### config.mk
export PLATFORM = sky130hd
export DESIGN_NAME = lsu_arbiter
export DESIGN_NICKNAME = d
export VERILOG_FILES = /design/src/rtl/lsu_arbiter.sv
export SDC_FILE = /design/constraint.sdc
export NUM_CORES = 1
export LEC_CHECK = 0
export ABC_AREA = 1
export CAP_MARGIN = 40
export CORE_AREA = 2 2 119 121
export CTS_BUF_LIST = sky130_fd_sc_hd__clkbuf_8
export CTS_CLUSTER_DIAMETER = 120
export DETAILED_ROUTE_END_ITERATION = 8
export DIE_AREA = 0 0 121 123
export SETUP_SLACK_MARGIN = 0.02
export SYNTH_ARGS = -nofsm -noshare
export SYNTH_HDL_FRONTEND = slang
export SYNTH_SLANG_ARGS = --single-unit
### constraint.sdc
create_clock -name i_clk -period 3.88 [get_ports i_clk]
set_input_delay 0.97 -clock i_clk [delete_from_list [all_inputs] [get_ports i_clk]]
set_output_delay 0.97 -clock i_clk [all_outputs]
set_load 0.03 [all_outputs]
### src/rtl/lsu_arbiter.sv
// Round-robin arbiter sharing one fixed-latency LSU port between the core (m0)
// and a debug/loader master (m1), routing each load's data back to its issuer.
module lsu_arbiter #(
  parameter int RD_LATENCY = 2
) (
  input  logic        i_clk,
  input  logic        i_reset,

  input  logic        i_m0_req,
  input  logic [31:0] i_m0_addr,
  input  logic        i_m0_wren,
  input  logic [31:0] i_m0_wdata,
  input  logic [2:0]  i_m0_type_access,
  output logic        o_m0_gnt,
  output logic        o_m0_rvalid,
  output logic [31:0] o_m0_rdata,

  input  logic        i_m1_req,
  input  logic [31:0] i_m1_addr,
  input  logic        i_m1_wren,
  input  logic [31:0] i_m1_wdata,
  input  logic [2:0]  i_m1_type_access,
  output logic        o_m1_gnt,
  output logic        o_m1_rvalid,
  output logic [31:0] o_m1_rdata,

  output logic [31:0] o_mem_addr,
  output logic        o_mem_wren,
  output logic [31:0] o_mem_wdata,
  output logic [2:0]  o_mem_type_access,
  input  logic [31:0] i_mem_rdata,
  output logic        o_busy
);

  if (RD_LATENCY < 1 || RD_LATENCY > 4) begin : g_bad_latency
    $error("lsu_arbiter: RD_LATENCY must be in 1..4");
  end

  typedef enum logic {
    IDLE    = 1'b0,
    RD_WAIT = 1'b1
  } state_t;

  localparam logic [1:0] LAT_M1 = 2'(RD_LATENCY - 1);

  state_t     state;
  logic [1:0] cnt;       // cycles left until the outstanding load's data arrives
  logic       owner;     // 1 = outstanding load belongs to m1
  logic       last_m1;   // 1 = m1 received the most recent grant

  logic can_grant;
  logic rd_done;
  logic issue_load;

  // Everything is held quiet while reset is high, even though the registered
  // state only clears on the following edge.
  assign rd_done    = !i_reset && (state == RD_WAIT) && (cnt == 2'd0);
  assign can_grant  = !i_reset && ((state == IDLE) || (cnt == 2'd0));

  assign o_m0_gnt   = can_grant && i_m0_req && (!i_m1_req ||  last_m1);
  assign o_m1_gnt   = can_grant && i_m1_req && (!i_m0_req || !last_m1);
  assign issue_load = (o_m0_gnt && !i_m0_wren) || (o_m1_gnt && !i_m1_wren);

  assign o_m0_rvalid = rd_done && !owner;
  assign o_m1_rvalid = rd_done &&  owner;
  assign o_m0_rdata  = o_m0_rvalid ? i_mem_rdata : 32'd0;
  assign o_m1_rdata  = o_m1_rvalid ? i_mem_rdata : 32'd0;
  assign o_busy      = !i_reset && (state == RD_WAIT) && (cnt != 2'd0);

  always_comb begin
    // NOTE: every output of a combinational block gets a default first so no
    // path leaves it unassigned, which would infer a latch.
    o_mem_addr        = 32'd0;
    o_mem_wren        = 1'b0;
    o_mem_wdata       = 32'd0;
    o_mem_type_access = 3'd0;
    if (o_m0_gnt) begin
      o_mem_addr        = i_m0_addr;
      o_mem_wren        = i_m0_wren;
      o_mem_wdata       = i_m0_wdata;
      o_mem_type_access = i_m0_type_access;
    end else if (o_m1_gnt) begin
      o_mem_addr        = i_m1_addr;
      o_mem_wren        = i_m1_wren;
      o_mem_wdata       = i_m1_wdata;
      o_mem_type_access = i_m1_type_access;
    end
  end

  // NOTE: state registers use non-blocking assignments so every flop samples
  // the pre-edge values regardless of statement order.
  always_ff @(posedge i_clk) begin
    if (i_reset) begin
      state   <= IDLE;
      cnt     <= 2'd0;
      owner   <= 1'b0;
      last_m1 <= 1'b1;
    end else begin
      if (o_m0_gnt || o_m1_gnt) begin
        last_m1 <= o_m1_gnt;
      end
      // A new load may be issued in the same cycle the previous one returns.
      if (issue_load) begin
        state <= RD_WAIT;
        cnt   <= LAT_M1;
        owner <= o_m1_gnt;
      end else if (state == RD_WAIT) begin
        if (cnt == 2'd0) begin
          state <= IDLE;
        end else begin
          cnt <= cnt - 2'd1;
        end
      end
    end
  end

endmodule

==> metrics.txt <==
Layout Utilization=0.345; highest-delay cell along the critical path=clkdlybuf4s50_1; Worst slew margin=0.777; Hold WC Path Type=reg -> reg; post-synthesis cell type count=24; CP endpoint kind=output port; Mean Syn Cell Area=4.67 um^2; Worst Path Max Fanout=8; Sequential cell area=100 um^2; Row Count=43; fraction of registers with async set/reset=0; Yosys top cell by area=nand2_1; number of global-route vias before repair=2799; Peak Freq=269 MHz; Post-Synth Adder-Cell Area=0.00736; status=completed; Synth Cell Area=1700 um^2; routed vias=3114; Comb pwr share=0.789; max-slew violation count=0; Syn Inst Count=364; clk_skew=0.00209 ns; Internal=0.407 mW; Synth top area share=0.419; Synth Area in Simple Gates=0.677; Clk network pwr share=0.128; PwrDens=152 nW/um^2; clock tree buffer depth=2; root buffer cell=clkbuf_8; Post-DP Area=4660 um^2; first-pass GRT wire length=13800 um; Routed wire per std cell=11.7 um; Arr. time, crit path=2.74 ns; worst-path cell chain=clkdlybuf4s50_1, inv_2, nand3_2, nor2_8, nand2_1, nand2_1, clkdlybuf4s50_1; GRT Resource Usage Total=0.117; via/cell ratio=3.68; Req. time, crit path=2.91 ns; largest family of logic cells by synthesized area=simple AND/OR/NAND/NOR gates; Synth Area in XOR/XNOR=0.00515; core area=13600 um^2; postcts setup bufs=0; CTS H-tree lvls=1; syn nets=537; Post-synth EDFFs=0; pre-CTS setup slack=0.156 ns; Die Span X=121 um; HPWL after DPL=8650 um; Die Y=123 um; layout cells sized above 1=0.261; Crit Path Category=in -> out; DRC viols=0; drt total wl=9900 um; final std cells w/o fill=847; Inserted Clock Buffers=3; final instance area=4700 um^2; Flop pwr share=0.083; CTS tree=yes; fin nets=841; # hold bufs at CTS=0; Multi-input gate area=1220 um^2; #FFs+latches synth=5; Synth Warn #=0; final hold violations=0; Reg clk slew, reported paths=0.03 ns; Resized cells post-CTS=0; critical path's top delay family=buffers and inverters; Compound-Gate Fraction of Synth Area=0.0272; initial antenna violation count=0; Slew @ Worst Pin=0.334 ns; clock latency on the worst-skew pair=0.22 ns; most frequent cells in the layout=nand2_1 (190), clkdlybuf4s50_1 (176), buf_4 (135), nor2_1 (64), inv_1 (43); Starting Density=0.125; Leakage=2.57 nW; Port Buffers=308; mux cell area share after synthesis=0; startpoint type of the worst setup path=input port; Final Hold Slack=0.516 ns; commonest non-fill, non-tap cell in the layout=nand2_1; area of the die=14900 um^2; unrepaired setup endpoints after global routing=no; setup ws final=0.168 ns; largest net degree at the start of global routing=51; IO Pins=309; area grow syn2layout=177%; Sw Pwr=0.307 mW; # fillers=1519; setup tns final=0 ns; gpl congestion=0.763; initial DRC count=78; period utilization=0.957; cell total after placement=843; 1st-pass router iterations=4; Sw Ratio=0.430; # diodes=0; # clock sinks=5; Synth area leaders=nand2_1 (42%), nor2_1 (14%), buf_6 (9.9%); global route overflow=0; Tmin final=3.71 ns; final setup violation count=0; Routed Antenna Nets=0; WP buf/inv=3; Synth Flop Type=dfxtp_1; Max-Cap Viols=0; CP max stage delay=0.66 ns; Tot Pwr=0.714 mW; sequential cell area fraction in the yosys report=0.0589; worst vdd ir=0.0886 mV
[metal layers]
layer  part of all wire  GRT usage
met5                  0          0
met4             0.0073     0.0240
met3               0.11     0.0337
met2               0.50      0.223
met1               0.38      0.129
[cell families (layout without fill, tap and decap cells)]
family	Yosys count	in the layout
xor gates and xnor gates	1	1
buffers and inverters	67	370
and+or+nand+nor	284	284
DFF	5	5
adders and majority gates	1	1
AOI/OAI and AO/OA	6	6
[power by group through the flow]
| stage | Clock [mW] | Combinational (mW) | Sequential [mW] |
|---|---|---|---|
| floorplan | 0 | 0.258 | 0.0592 |
| global placement | 0 | 0.569 | 0.0597 |
| detailed placement | 0 | 0.568 | 0.0598 |
| CTS | 0.0942 | 0.570 | 0.0590 |
| global route | 0.0984 | 0.603 | 0.0595 |
| finish | 0.0913 | 0.564 | 0.0590 |
[cell type report]
cell class              instances  area share
multi-input cells             292       0.259
inverters                      47      0.0378
repair buffers                319       0.624
clock buffers                   3     0.00878
flip-flops and latches          5      0.0213
clock inverters                 1    0.000798
well taps                     180      0.0479
[path summary, 6_finish.rpt]
path,start,depth (start not counted),endpoint,slack [ns]
max,i_reset,7,o_mem_wdata[7],0.17
min reg2reg,last_m1,2,last_m1,0.52
min,last_m1,2,last_m1,0.52
max reg2reg,cnt[0],10,owner,2.28
[registers in the layout, summed over array words and instances, names as in the netlist]
register and count:
cnt 2, last_m1 1, owner 1, state 1
[worst register-to-register path, cell delays in order, from the launching register on]
cell	delay (ns)
dfxtp_1	0.30
inv_1	0.06
ha_1	0.17
inv_2	0.06
nand2_1	0.11
nand3_2	0.13
nor2_8	0.17
buf_12	0.25
a21oi_1	0.13
nand2_1	0.09
inv_1	0.04
[cell usage after synthesis (2+ instances only)]
master / n
nand2_1: 190
nor2_1: 64
inv_1: 42
nand2_2: 18
buf_6: 15
nand3_1: 6
dfxtp_1: 5
buf_2: 4
inv_2: 4
nor2_2: 2
Power figures use the tool's default switching activity.
